### config.mk
export PLATFORM = sky130hd
export DESIGN_NAME = mc_alu_sequencer
export DESIGN_NICKNAME = d
export VERILOG_FILES = /design/src/rtl/mc_alu_sequencer.sv
export SDC_FILE = /design/constraint.sdc
export NUM_CORES = 1
export LEC_CHECK = 0
export CAP_MARGIN = 40
export CORE_MARGIN = 4
export CORE_UTILIZATION = 44
export CTS_CLUSTER_SIZE = 16
export DETAILED_ROUTE_END_ITERATION = 10
export HOLD_SLACK_MARGIN = 0.05
export PLACE_DENSITY = 0.85
export SETUP_SLACK_MARGIN = 0.15
export SLEW_MARGIN = 15
export SYNTH_ARGS = -nofsm -noshare
export SYNTH_HDL_FRONTEND = slang
export SYNTH_SLANG_ARGS = --single-unit
export TNS_END_PERCENT = 5
### constraint.sdc
create_clock -name clk -period 2.1 [get_ports clk]
set_input_delay 0.21 -clock clk [delete_from_list [all_inputs] [get_ports clk]]
set_output_delay 0.21 -clock clk [all_outputs]
set_load 0.01 [all_outputs]
### src/rtl/mc_alu_sequencer.sv
// Multi-cycle RV32I control sequencer driving the shared ALU datapath.
// Define MC_PERF_CNT_EN to add cycle_cnt/retire_cnt performance counters.
module mc_alu_sequencer #(
  parameter int unsigned MAX_WAIT = 15
) (
  input  logic        clk,
  input  logic        reset_n,
  input  logic [6:0]  opcode,
  input  logic [2:0]  funct3,
  input  logic [6:0]  funct7,
  input  logic        bcond,
  input  logic        ecall_halt,
  input  logic        mem_ready,
  output logic [3:0]  alu_op,
  output logic [1:0]  alu_src_a,
  output logic [1:0]  alu_src_b,
  output logic        pc_write,
  output logic        pc_src,
  output logic        i_or_d,
  output logic        mem_read,
  output logic        mem_write,
  output logic        ir_write,
  output logic        reg_write,
  output logic [1:0]  wb_sel,
  output logic        is_halted,
  output logic        mem_err,
`ifdef MC_PERF_CNT_EN
  output logic [31:0] cycle_cnt,
  output logic [31:0] retire_cnt,
`endif
  output logic [3:0]  state
);

  localparam logic [3:0] ALU_ADD = 4'd0;
  localparam logic [3:0] ALU_SUB = 4'd1;
  localparam logic [3:0] ALU_LLS = 4'd2;
  localparam logic [3:0] ALU_LRS = 4'd3;
  localparam logic [3:0] ALU_XOR = 4'd4;
  localparam logic [3:0] ALU_OR  = 4'd5;
  localparam logic [3:0] ALU_AND = 4'd6;
  localparam logic [3:0] ALU_BEQ = 4'd7;
  localparam logic [3:0] ALU_BNE = 4'd8;
  localparam logic [3:0] ALU_BLT = 4'd9;
  localparam logic [3:0] ALU_BGE = 4'd10;

  localparam logic [6:0] OP_R    = 7'b0110011;
  localparam logic [6:0] OP_I    = 7'b0010011;
  localparam logic [6:0] OP_LD   = 7'b0000011;
  localparam logic [6:0] OP_ST   = 7'b0100011;
  localparam logic [6:0] OP_BR   = 7'b1100011;
  localparam logic [6:0] OP_JAL  = 7'b1101111;
  localparam logic [6:0] OP_JALR = 7'b1100111;
  localparam logic [6:0] OP_SYS  = 7'b1110011;

  localparam logic [7:0] MaxWait = 8'(MAX_WAIT);

  typedef enum logic [3:0] {
    S_IF    = 4'd0,
    S_ID    = 4'd1,
    S_EXR   = 4'd2,
    S_EXI   = 4'd3,
    S_ADDR  = 4'd4,
    S_MLD   = 4'd5,
    S_MST   = 4'd6,
    S_WB    = 4'd7,
    S_WBLD  = 4'd8,
    S_BR    = 4'd9,
    S_JAL   = 4'd10,
    S_JALR  = 4'd11,
    S_ECALL = 4'd12,
    S_HALT  = 4'd13,
    S_ERR   = 4'd14
  } state_e;

  state_e     state_q, state_d;
  logic [7:0] wait_q, wait_d;
  logic       mem_wait;

  logic unused_funct7;
  assign unused_funct7 = ^{funct7[6], funct7[4:0]};

  function automatic logic [3:0] arith_op(
    input logic [2:0] f3,
    input logic       sub
  );
    unique case (f3)
      3'b000:  arith_op = sub ? ALU_SUB : ALU_ADD;
      3'b001:  arith_op = ALU_LLS;
      3'b101:  arith_op = ALU_LRS;
      3'b100:  arith_op = ALU_XOR;
      3'b110:  arith_op = ALU_OR;
      3'b111:  arith_op = ALU_AND;
      default: arith_op = ALU_ADD;
    endcase
  endfunction

  function automatic logic [3:0] branch_op(
    input logic [2:0] f3
  );
    unique case (f3)
      3'b001:  branch_op = ALU_BNE;
      3'b100:  branch_op = ALU_BLT;
      3'b101:  branch_op = ALU_BGE;
      default: branch_op = ALU_BEQ;
    endcase
  endfunction

  always_ff @(posedge clk or negedge reset_n) begin
    if (!reset_n) begin
      state_q <= S_IF;
      wait_q  <= '0;
    end else begin
      state_q <= state_d;
      wait_q  <= wait_d;
    end
  end

  always_comb begin
    state_d  = state_q;
    wait_d   = '0;
    mem_wait = 1'b0;
    case (state_q)
      S_IF: begin
        if (mem_ready) state_d = S_ID;
        else           mem_wait = 1'b1;
      end
      S_ID: begin
        case (opcode)
          OP_R:         state_d = S_EXR;
          OP_I:         state_d = S_EXI;
          OP_LD, OP_ST: state_d = S_ADDR;
          OP_BR:        state_d = S_BR;
          OP_JAL:       state_d = S_JAL;
          OP_JALR:      state_d = S_JALR;
          OP_SYS:       state_d = S_ECALL;
          default:      state_d = S_IF;
        endcase
      end
      S_EXR, S_EXI: state_d = S_WB;
      S_ADDR: state_d = (opcode == OP_LD) ? S_MLD : S_MST;
      S_MLD: begin
        if (mem_ready) state_d = S_WBLD;
        else           mem_wait = 1'b1;
      end
      S_MST: begin
        if (mem_ready) state_d = S_IF;
        else           mem_wait = 1'b1;
      end
      S_WB, S_WBLD, S_BR, S_JAL, S_JALR: state_d = S_IF;
      S_ECALL: state_d = ecall_halt ? S_HALT : S_IF;
      S_HALT, S_ERR: state_d = state_q;
      default: state_d = S_IF;
    endcase
    // a late mem_ready on the last allowed cycle still wins over ERR
    if (mem_wait) begin
      if (wait_q == MaxWait) state_d = S_ERR;
      else                   wait_d  = wait_q + 8'd1;
    end
  end

  always_comb begin
    alu_op    = ALU_ADD;
    alu_src_a = 2'd0;
    alu_src_b = 2'd0;
    pc_write  = 1'b0;
    pc_src    = 1'b0;
    i_or_d    = 1'b0;
    mem_read  = 1'b0;
    mem_write = 1'b0;
    ir_write  = 1'b0;
    reg_write = 1'b0;
    wb_sel    = 2'd0;
    is_halted = 1'b0;
    mem_err   = 1'b0;
    state     = state_q;
    case (state_q)
      S_IF: begin
        mem_read  = 1'b1;
        alu_src_b = 2'd1;
        ir_write  = mem_ready;
        pc_write  = mem_ready;
      end
      S_ID: begin
        alu_src_a = 2'd2;
        alu_src_b = 2'd2;
      end
      S_EXR: begin
        alu_src_a = 2'd1;
        alu_op    = arith_op(funct3, funct7[5]);
      end
      S_EXI: begin
        alu_src_a = 2'd1;
        alu_src_b = 2'd2;
        alu_op    = arith_op(funct3, 1'b0);
      end
      S_ADDR: begin
        alu_src_a = 2'd1;
        alu_src_b = 2'd2;
      end
      S_MLD: begin
        mem_read = 1'b1;
        i_or_d   = 1'b1;
      end
      S_MST: begin
        mem_write = 1'b1;
        i_or_d    = 1'b1;
      end
      S_WB: reg_write = 1'b1;
      S_WBLD: begin
        reg_write = 1'b1;
        wb_sel    = 2'd1;
      end
      S_BR: begin
        alu_src_a = 2'd1;
        alu_op    = branch_op(funct3);
        pc_write  = bcond;
        pc_src    = 1'b1;
      end
      // PC already holds PC+4, so wb_sel=2 writes the link address
      S_JAL: begin
        pc_write  = 1'b1;
        pc_src    = 1'b1;
        reg_write = 1'b1;
        wb_sel    = 2'd2;
      end
      S_JALR: begin
        alu_src_a = 2'd1;
        alu_src_b = 2'd2;
        pc_write  = 1'b1;
        reg_write = 1'b1;
        wb_sel    = 2'd2;
      end
      S_HALT: is_halted = 1'b1;
      S_ERR: begin
        is_halted = 1'b1;
        mem_err   = 1'b1;
      end
      default: ;
    endcase
    if (!reset_n) begin
      alu_op    = '0;
      alu_src_a = '0;
      alu_src_b = '0;
      pc_write  = 1'b0;
      pc_src    = 1'b0;
      i_or_d    = 1'b0;
      mem_read  = 1'b0;
      mem_write = 1'b0;
      ir_write  = 1'b0;
      reg_write = 1'b0;
      wb_sel    = '0;
      is_halted = 1'b0;
      mem_err   = 1'b0;
      state     = '0;
    end
  end

`ifdef MC_PERF_CNT_EN
  logic [31:0] cycle_q, retire_q;
  logic        halted, retire;

  assign halted = (state_q == S_HALT) || (state_q == S_ERR);
  assign retire = (state_d == S_IF) &&
                  (state_q inside {S_ID, S_MST, S_WB, S_WBLD,
                                   S_BR, S_JAL, S_JALR, S_ECALL});

  always_ff @(posedge clk or negedge reset_n) begin
    if (!reset_n) begin
      cycle_q  <= '0;
      retire_q <= '0;
    end else begin
      if (!halted) cycle_q  <= cycle_q + 32'd1;
      if (retire)  retire_q <= retire_q + 32'd1;
    end
  end

  assign cycle_cnt  = cycle_q;
  assign retire_cnt = retire_q;
`endif

endmodule
==> flow_summary.yaml <==
run_status:
  run_status: "finished with violations"
  failed_checks: "setup timing"
layout:
  commonest_cells_after_routing_fill_and_taps_aside: "sky130_fd_sc_hd__buf_4, sky130_fd_sc_hd__clkdlybuf4s50_1, sky130_fd_sc_hd__nor2_1, sky130_fd_sc_hd__dlygate4sd2_1"
  multi_input_comb_area_sq_um: 847
  finalNetCount: 232
  fin_util: 0.721
  post_route_cells_drive_above_1_share: 0.250
  fillerInstances: 194
  finalNonFillerCells: 238
  count_of_inserted_antenna_diode_cells: 0
  leading_cell_type_in_the_layout_fill_and_taps_excluded: "sky130_fd_sc_hd__buf_4"
  regArea_sq_um: 304
  final_cell_area_sq_um: 1800
  area.growth.synth_to_final_pct: 54.0
worst_setup_path:
  criticalPathCategory: "register to primary output"
  timing.critical_path.to_type: "primary output"
  required_ps: 1890
  worst_path_max_delay_cell: "sky130_fd_sc_hd__clkdlybuf4s50_1"
  crit_arrival_ps: 1920
  cp.buffers_inverters: 2
  slowest_delay_ps: 530
  path_max_fanout: 23
  critical-path-top-delay-family: "buffers and inverters"
  crit_chain: "buf_12 > nor4_4 > o21a_1 > clkdlybuf4s50_1"
  worstSetupStartpointType: "register"
detailed_routing:
  wl_per_cell_um: 17.1
  dr_iter_0_viols: 92
  dr_wl_met3_um: 212
  num_vias: 1408
  finalWirelength_um: 4080
  highest_layer: "met4"
  met2_routed_length_um: 2200
  drcViolationCount: 0
  wirelength_met1_um: 1530
  drtPass1Iterations: 4
  drtAntennaViolNets: 0
  route.detailed.vias_per_inst: 5.92
synthesis:
  synth_nets: 174
  ys_types: 47
  ys.flop_type: "sky130_fd_sc_hd__dfrtp_1"
  netlist_area_sq_um: 1170
  synth-async-reset-ratio: 1.00
  synth_edf_count: 0
  ys_seq_area_frac: 0.256
  synth_area_per_cell_sq_um: 7.76
  syn-instance-count: 151
  ys_ff_latch: 12
  yosysWarnings: 0
timing:
  setup_repair_after_global_routing_missed_its_margin: "true"
  fin_worst_skew_ps: 10.7
  worstMarginPinSlew_ps: 463
  finalCriticalPeriod_ps: 2130
  fin_ws_ps: -30.3
  slew_viol_final: 0
  tns_ps: -38.8
  layout_worst_path_cycle_share: 1.01
  timing.final.hold_violations: 0
  setup_viol: 2
  maxClockFrequency_mhz: 469
  maxSlewHeadroom: 0.687
clocking:
  clock_path_buffers: 2
  numClockSinks: 12
  worst_skew_pair.late_latency_ps: 290
  clkTransAtPathRegs_ps: 90
  clockRootBuffer: "sky130_fd_sc_hd__clkbuf_4"
  clock_tree_from_tritoncts: "built"
  number_of_clock_buffers_inserted_by_tritoncts: 3
  cts.htree.levels: 1
floorplanning:
  placeableCoreArea_sq_um: 2500
  num_io_pins: 45
  floorplan.rows: 18
  floorplan.initialDensity: 0.468
  chipHeight_um: 59.6
  die_area_sq_um: 3550
  die-width_um: 59.6
grt:
  grt_max_degree: 24
  grt_pass1_vias: 1459
  number_of_antenna_violations_at_the_first_check_in_global_routing: 0
  grt_pass1_wl_um: 6530
  groute.usage.overall: 0.241
  grt_overflow_total: 0
pwr:
  peakVddDrop_mv: 0.940
  power_per_cell_area_nw_per_um2: 1000
  static_leakage_nw: 0.804
flow_run:
  cap_viol_max_count: 0
placed_design:
  pre_cts_ws_ps: -99.5
  io_buffer_count: 38
  place_inst: 228
  globalplace.congestion: 0.866
  postPlaceCellArea_sq_um: 1680
  dp_hpwl_um: 2990
worst_hold_path:
  worstHoldPathType: "input port to async pin"
==> kinds of logic after synthesis <==
logic type / after synthesis / synth area share
multiplexers: 1 / 0.00855
adder cells (fa/ha/maj): 1 / 0.0107
buffers and inverters: 15 / 0.0652
flip-flops: 12 / 0.256
AO/OA/AOI/OAI: 37 / 0.221
XOR/XNOR: 8 / 0.0598
AND/OR/NAND/NOR: 77 / 0.378
==> final timing paths <==
path                       cells past startpoint       start  slack (ps)      endpoint
max                                            4  state_q[0]         -30  alu_src_b[1]
min                                            3     reset_n         170     wait_q[7]
max reg2reg                                    6  state_q[3]         190     wait_q[4]
min reg2reg                                    1   wait_q[0]         470     wait_q[0]
max in group asynchronous                      3     reset_n        1390    state_q[0]
min in group clk                               1   wait_q[0]         470     wait_q[0]
==> layout make-up <==
class | count | area share
Inverter | 6 | 0.0139
Clock buffer | 4 | 0.0201
Sequential cell | 12 | 0.169
Multi-Input combinational cell | 124 | 0.470
Timing Repair Buffer | 62 | 0.307
Tap cell | 30 | 0.0208
==> Yosys cell counts (2+ instances only) <==
master	number	share of area
sky130_fd_sc_hd__inv_1	6	0.019
sky130_fd_sc_hd__and2_1	5	0.027
sky130_fd_sc_hd__nor4b_1	3	0.022
sky130_fd_sc_hd__o21ai_0	8	0.034
sky130_fd_sc_hd__buf_6	2	0.019
sky130_fd_sc_hd__nor2_1	17	0.054
sky130_fd_sc_hd__xor2_1	3	0.022
sky130_fd_sc_hd__nand2_1	10	0.032
sky130_fd_sc_hd__clkbuf_1	3	0.0096
sky130_fd_sc_hd__a21oi_1	8	0.034
sky130_fd_sc_hd__a22oi_1	3	0.019
sky130_fd_sc_hd__o21bai_1	2	0.013
sky130_fd_sc_hd__a31oi_1	2	0.011
sky130_fd_sc_hd__nand3_1	5	0.021
sky130_fd_sc_hd__nor2b_1	3	0.016
sky130_fd_sc_hd__nand2b_1	5	0.027
sky130_fd_sc_hd__nor3_1	13	0.056
sky130_fd_sc_hd__dfrtp_1	12	0.26
sky130_fd_sc_hd__nor4_1	3	0.016
sky130_fd_sc_hd__o211a_1	2	0.017
sky130_fd_sc_hd__buf_2	4	0.017
sky130_fd_sc_hd__xnor2_1	5	0.037
sky130_fd_sc_hd__nand3b_1	2	0.013
sky130_fd_sc_hd__or3_1	2	0.011
==> repair_timing <==
item                                   4_1_cts  5_1_grt
setup buffers                                3        2
resized for setup                           37       17
endpoints found under the hold margin        1        0
hold buffers                                 1        0
pin swaps                                    1        2
gates cloned                                 0        0
setup endpoints to repair                   19       16
==> state kept, by name, summed over array words and instances (netlist names) <==
signal	count
state_q	4
wait_q	8
==> where the power goes <==
part	internal [mW]	switching (mW)
combinational	0.589	0.676
clock	0.106	0.0886
sequential	0.283	0.0673
total	0.977	0.832
==> metal layers <==
layer / vias up / track usage
li1: 670 / -
met1: 669 / 0.294
met2: 55 / 0.429
met3: 14 / 0.0153
met4: 0 / 0.111
met5: - / 0
==> through the flow <==
stage / total power, mW / hold slack [ps]
floorplan: 1.00 / -85.6
global placement: 1.43 / 446
detailed placement: 1.48 / 462
CTS: 1.73 / 170
global route: 1.93 / 186
finish: 1.81 / 172
==> worst min-delay path, cell delays in order <==
cell                            delay [ps]
sky130_fd_sc_hd__dlygate4sd2_1         280
sky130_fd_sc_hd__buf_4                 140
sky130_fd_sc_hd__buf_4                 190
(Power assumes the default switching activity.)
